## config.mk

```make
export PLATFORM = sky130hd
export DESIGN_NAME = johnson_sequencer
export DESIGN_NICKNAME = d
export VERILOG_FILES = /design/src/rtl/johnson_sequencer.sv
export SDC_FILE = /design/constraint.sdc
export NUM_CORES = 1
export LEC_CHECK = 0
export BUFFER_PORTS_ARGS = -buffer_cell sky130_fd_sc_hd__buf_4
export CORE_ASPECT_RATIO = 0.5
export CORE_MARGIN = 2
export CORE_UTILIZATION = 44
export DETAILED_ROUTE_END_ITERATION = 8
export PLACE_DENSITY = 0.72
export SETUP_SLACK_MARGIN = 0.02
export SYNTH_ARGS = -nofsm -noshare
export SYNTH_HDL_FRONTEND = slang
export SYNTH_SLANG_ARGS = --single-unit
```

## constraint.sdc

```tcl
create_clock -name clk_i -period 2.1 [get_ports clk_i]
set_input_delay 0.63 -clock clk_i [delete_from_list [all_inputs] [get_ports clk_i]]
set_output_delay 0.63 -clock clk_i [all_outputs]
set_load 0.01 [all_outputs]
```

## src/rtl/johnson_sequencer.sv

```systemverilog
// Johnson counter sequencer.
// Turns start/stop button levels and mode/direction switches into the
// enable, direction and clear controls for a 16-bit Johnson counter.
// Steps are issued as single-cycle enables at a programmable prescale
// rate. Three sweep modes are supported:
//   - continuous:  steps run forever and the step count saturates
//   - bounce:      the direction reverses every SPAN steps
//   - single-shot: the sequencer halts after SPAN steps
module johnson_sequencer #(
  parameter int unsigned PSC  = 100000,  // system-clock cycles per step, 1..2^24-1
  parameter int unsigned SPAN = 32       // steps per sweep, 1..255
) (
  input  logic       clk_i,
  input  logic       rst_ni,
  input  logic       start_i,
  input  logic       stop_i,
  input  logic [1:0] mode_i,
  input  logic       dir_i,
  output logic       step_en_o,
  output logic       dir_o,
  output logic       cnt_clr_o,
  output logic [1:0] state_o,
  output logic [7:0] steps_o,
  output logic       done_o
);

  // Encodings are visible on state_o, so they are fixed explicitly.
  typedef enum logic [1:0] {
    ST_IDLE  = 2'b00,
    ST_CLEAR = 2'b01,
    ST_RUN   = 2'b10,
    ST_HALT  = 2'b11
  } state_e;

  // The reserved switch setting 11 is folded into continuous when it is
  // latched, so the mode register only ever holds these three values.
  typedef enum logic [1:0] {
    MODE_CONT   = 2'b00,
    MODE_BOUNCE = 2'b01,
    MODE_SINGLE = 2'b10
  } mode_e;

  localparam logic [23:0] PSC_LAST  = 24'(PSC - 1);
  localparam logic [7:0]  SPAN_LAST = 8'(SPAN - 1);
  localparam logic [7:0]  STEPS_MAX = 8'hFF;

  // Button edge-detect history.
  logic start_q1;
  logic start_q2;
  logic stop_q1;
  logic stop_q2;
  logic start_edge;
  logic stop_edge;

  // Control state and datapath registers.
  state_e      state_q;
  state_e      state_d;
  mode_e       mode_q;
  mode_e       mode_sel;
  logic        dir_q;
  logic [7:0]  steps_q;
  logic [23:0] psc_q;
  logic        done_q;

  // Decoded controls.
  logic tick;
  logic span_hit;
  logic step_en;
  logic clr_en;
  logic load_cfg;

  // Two-stage history per button. Resetting the history to 1 means a
  // button already held through reset looks "still pressed", so it has to
  // be released and pressed again before it registers.
  always_ff @(posedge clk_i) begin
    // NOTE: every register in a clocked block uses <=, so all flops update
    // together from the values present before the edge.
    if (!rst_ni) begin
      start_q1 <= 1'b1;
      start_q2 <= 1'b1;
      stop_q1  <= 1'b1;
      stop_q2  <= 1'b1;
    end else begin
      start_q1 <= start_i;
      start_q2 <= start_q1;
      stop_q1  <= stop_i;
      stop_q2  <= stop_q1;
    end
  end

  // Rising edges come from registered history only. Because of this, the
  // outputs never depend combinationally on the raw button pins.
  assign start_edge = start_q1 & ~start_q2;
  assign stop_edge  = stop_q1 & ~stop_q2;

  // The prescaler wraps at PSC-1. That wrap point is the step tick.
  assign tick     = (state_q == ST_RUN) && (psc_q == PSC_LAST);
  assign span_hit = (steps_q == SPAN_LAST);

  // Map the reserved mode setting onto continuous at the latch point.
  assign mode_sel = (mode_i == 2'b11) ? MODE_CONT : mode_e'(mode_i);

  // Control state register.
  always_ff @(posedge clk_i) begin
    if (!rst_ni) begin
      state_q <= ST_IDLE;
    end else begin
      state_q <= state_d;
    end
  end

  // Next-state logic and per-cycle control decode.
  // Priority order: a stop edge wins over a start edge, and a start edge
  // wins over a prescale tick.
  always_comb begin
    // NOTE: every signal driven here gets a default first, so no path
    // through the case statement can leave one unassigned and infer a latch.
    state_d  = state_q;
    step_en  = 1'b0;
    clr_en   = 1'b0;
    load_cfg = 1'b0;
    unique case (state_q)
      ST_IDLE: begin
        if (start_edge && !stop_edge) begin
          state_d  = ST_CLEAR;
          load_cfg = 1'b1;
        end
      end
      ST_CLEAR: begin
        clr_en  = 1'b1;
        state_d = stop_edge ? ST_IDLE : ST_RUN;
      end
      ST_RUN: begin
        if (stop_edge) begin
          state_d = ST_IDLE;
        end else if (tick) begin
          step_en = 1'b1;
          if (mode_q == MODE_SINGLE && span_hit) begin
            state_d = ST_HALT;
          end
        end
      end
      ST_HALT: begin
        if (stop_edge) begin
          state_d = ST_IDLE;
        end else if (start_edge) begin
          state_d  = ST_CLEAR;
          load_cfg = 1'b1;
        end
      end
      default: state_d = ST_IDLE;
    endcase
  end

  // Latched configuration, prescaler, step count, direction and done pulse.
  always_ff @(posedge clk_i) begin
    if (!rst_ni) begin
      mode_q  <= MODE_CONT;
      dir_q   <= 1'b0;
      steps_q <= 8'd0;
      psc_q   <= 24'd0;
      done_q  <= 1'b0;
    end else begin
      done_q <= 1'b0;
      if (load_cfg) begin
        // Entering CLEAR: take the switch settings and zero the counters,
        // so CLEAR already presents the new direction and a zero count.
        mode_q  <= mode_sel;
        dir_q   <= dir_i;
        steps_q <= 8'd0;
        psc_q   <= 24'd0;
      end else if (state_q == ST_CLEAR) begin
        steps_q <= 8'd0;
        psc_q   <= 24'd0;
      end else if (state_q == ST_RUN && !stop_edge) begin
        psc_q <= tick ? 24'd0 : psc_q + 24'd1;
        if (step_en) begin
          unique case (mode_q)
            MODE_BOUNCE: begin
              // The reversal takes effect after the step, so the step
              // itself still moves in the old direction.
              if (span_hit) begin
                steps_q <= 8'd0;
                dir_q   <= ~dir_q;
              end else begin
                steps_q <= steps_q + 8'd1;
              end
            end
            MODE_SINGLE: begin
              steps_q <= steps_q + 8'd1;
              if (span_hit) begin
                done_q <= 1'b1;
              end
            end
            default: begin
              if (steps_q != STEPS_MAX) begin
                steps_q <= steps_q + 8'd1;
              end
            end
          endcase
        end
      end
    end
  end

  // The outputs decode only registered state.
  assign step_en_o = step_en;
  assign cnt_clr_o = clr_en;
  assign dir_o     = dir_q;
  assign state_o   = state_q;
  assign steps_o   = steps_q;
  assign done_o    = done_q;

endmodule

```

==> results.md <==
* Status: finished, violations left
* Failing checks: negative setup slack
* Tcrit/Tclk final at 106%
* Final hold vios at 0
* Slowest cell on the critical path: dfxtp_4
* Post-synth net total at 253
* Final wirelength at 4610 um
* Root Buffer: clkbuf_8
* Post-route setup slack at -0.136 ns
* PortBufs at 20
* GPL Wtd Cong at 0.831
* Data arrival time of the critical path at 1.61 ns
* CP required at 1.47 ns
* Post-Synth XOR/XNOR Area at 10.7%
* GRT overflow at 0
* Yosys top cell area share at 39.6%
* CTS tree: yes
* Cell with the most instances after synthesis: dfxtp_1
* Row cnt at 17
* Crit path kind: reg -> out
* Area growth from synthesis to layout at 25.2%
* Largest family of logic cells by synthesized area: simple AND/OR/NAND/NOR gates
* Die X at 102 um
* Layout Skew at 0.00719 ns
* Compound-Gate Fraction of Synth Area at 3.71%
* Clock sink count at 42
* Layout cells sized above 1 at 26.3%
* Simple-gate area share of the yosys netlist at 36.6%
* WL per Instance at 13.6 um
* Family with the most delay on the worst path: simple AND/OR/NAND/NOR gates
* Area of the multi-input gates at 1320 um^2
* Register Area at 853 um^2
* Max Freq at 0.447 GHz
* Initial Util at 47.1%
* TNS Setup at -0.136 ns
* Maximum clock path buffer count at 2
* CP Max Fanout at 3
* Startpoint Class: flip-flop
* All-layer global routing usage at 18.6%
* First-pass GRT wire length at 7600 um
* Tmin final at 2.24 ns
* RSZ-0062 raised after global routing: true
* Ports at 21
* Initial antenna violation count at 0
* Final setup fails at 1
* Synth area leader: dfxtp_1
* Final Net Count at 288
* Synthesized area per cell at 8.89 um^2
* Mux share of post-synthesis cell area at 2.89%
* CP peak stage delay at 0.37 ns
* Total die area at 5430 um^2
* Synth async-reset ratio at 0%
* Post-CTS Hold Buffers at 0
* Main area contributors after synthesis: dfxtp_1 (40%), xor2_1 (8.7%), nor2_1 (5.8%)
* DRC at 0
* Vias in the first global route at 1615
* Chip height at 53.1 um
* Post-DP HPWL at 3230 um
* Dominant synthesized flop cell: dfxtp_1
* VDD IR max at 0.000383 V
* Cell area after synthesis at 2120 um^2
* Hold Crit Class: reg -> reg
* Clock transition at the registers of the reported paths at 0.08 ns
* Post-Synth Adder-Cell Area at 4.12%
* DR iter-0 viols at 61
* Yosys warns at 0
* Max cap viols at 0
* Worst Tran Pin Value at 0.496 ns
* CTS buffer count at 5
* Relative max-transition margin at 66.4%
* Synth cell types at 39
* CTS HTree Levels at 2
* Worst-Skew Late Latency at 0.30 ns
* Post-synthesis instance total at 239
* DRT antenna net count at 0
* Vias/cell at 5.23
* Largest net degree at the start of global routing at 23
* Core ar. at 4510 um^2
* Post-Route Utilization at 59.0%
* Worst Path Buf+Inv at 1
* Final Slew Violations at 0
* Top cells by count, synth: dfxtp_1 (42), nor2_1 (33), xor2_1 (21), nand2_1 (19), nand3_1 (14)
* PD cells at 659 nW/um^2
* Flops & latches, synth at 42
* CP Capture Type: output pin
* Post-synth EDFFs at 0
* CP cell instances: ha_4, and4_4, nand4_4, or2_4, nor2_2, buf_4
* DRT Pass-1 Iters at 4
* Leakage power at 1.00 nW
* Via Count at 1779
* Ant. Diodes at 0
* FILL cells at 431
* Seq/Total Area, Yosys at 39.6%
worst paths after layout:
path,startpoint,endpoint,slack [ns],cells past startpoint
setup / recovery,psc_q[1]$_SDFFE_PP0P_,step_en_o,-0.14,6
hold reg to reg,stop_q1$_SDFF_PN1_,stop_q2$_SDFF_PN1_,0.47,1
hold / removal,stop_q1$_SDFF_PN1_,stop_q2$_SDFF_PN1_,0.47,1
setup reg to reg,steps_o[1]$_SDFFE_PP0P_,state_o[1]$_SDFFE_PN0P_,0.09,7
per-layer routing:
layer	wire length, um	track usage (%)	part of all wire [%]
met5	0	0	0
met4	51	6.00	1.1
met3	157	4.76	3.4
met2	2110	29.8	46
met1	2290	24.7	50
through the flow:
| step | power [mW] | instance area [um^2] | instances | setup WS [ns] | hold WS (ns) |
|---|---|---|---|---|---|
| after CTS | 1.75 | 2570 | 337 | -0.145 | 0.484 |
| after floorplan | 1.01 | 2130 | 239 | 0.0377 | 0.416 |
| final | 1.75 | 2660 | 340 | -0.136 | 0.474 |
| after global routing | 1.82 | 2660 | 340 | -0.187 | 0.492 |
| after global placement | 1.09 | 2420 | 329 | -0.0360 | 0.438 |
| after detailed placement | 1.10 | 2420 | 329 | -0.0769 | 0.468 |
repair_timing:
item / 4_1_cts / 5_1_grt
resized for setup: 7 / 17
pin swaps: 3 / 2
buffers inserted: 1 / 3
setup endpoints to repair: 7 / 35
worst register-to-register path: cells and delay by family (launching register included):
kind,cells,cell delay (ns)
muxes,1,0.15
adders and majority gates,1,0.18
AOI/OAI and AO/OA,1,0.16
and+or+nand+nor,3,0.85
DFF,1,0.38
buffers and inverters,1,0.18
cell families after synthesis:
group / count (synthesis)
multiplexers: 6
AO/OA/AOI/OAI: 14
buffers and inverters: 11
flip-flops: 42
XOR/XNOR: 26
AND/OR/NAND/NOR: 133
adder cells (fa/ha/maj): 7
cells in the final DEF (no fill, tap or decap), types with 2 or more instances in the layout:
cell type	count
a21oi_1	8
and2_1	2
and3_1	9
and4_1	3
and4bb_2	2
buf_4	35
clkbuf_8	6
dfxtp_1	36
dfxtp_2	4
dfxtp_4	2
ha_1	6
inv_1	2
mux2i_1	5
nand2_1	18
nand2b_1	8
nand3_1	14
nand4_1	10
nor2_1	32
nor2b_1	4
nor3_2	2
nor3b_1	2
nor3b_2	2
nor4_1	3
nor4b_2	3
nor4b_4	2
o21ai_0	2
or2_4	2
or3_1	4
xnor2_1	5
xor2_1	21
sequential cells by signal (all words and copies together), names as in the netlist:
signal    flops
mode_q        2
start_q1      1
start_q2      1
stop_q1       1
steps_o       8
stop_q2       1
state_o       2
dir_o         1
done_o        1
psc_q        24
power by group:
| group | switching [mW] | internal (mW) |
|---|---|---|
| logic | 0.147 | 0.114 |
| clock network | 0.281 | 0.381 |
| registers | 0.0159 | 0.813 |
final cells by class:
cell class                 instances  share of cell area [%]
timing repair buffer              36                    10.6
clock buffer                       6                    3.10
multi-input combinational        186                    49.5
clock inverter                     1                    1.13
inverter                           3                   0.423
tap                               66                    3.10
sequential                        42                    32.1
(Power assumes the default switching activity.)
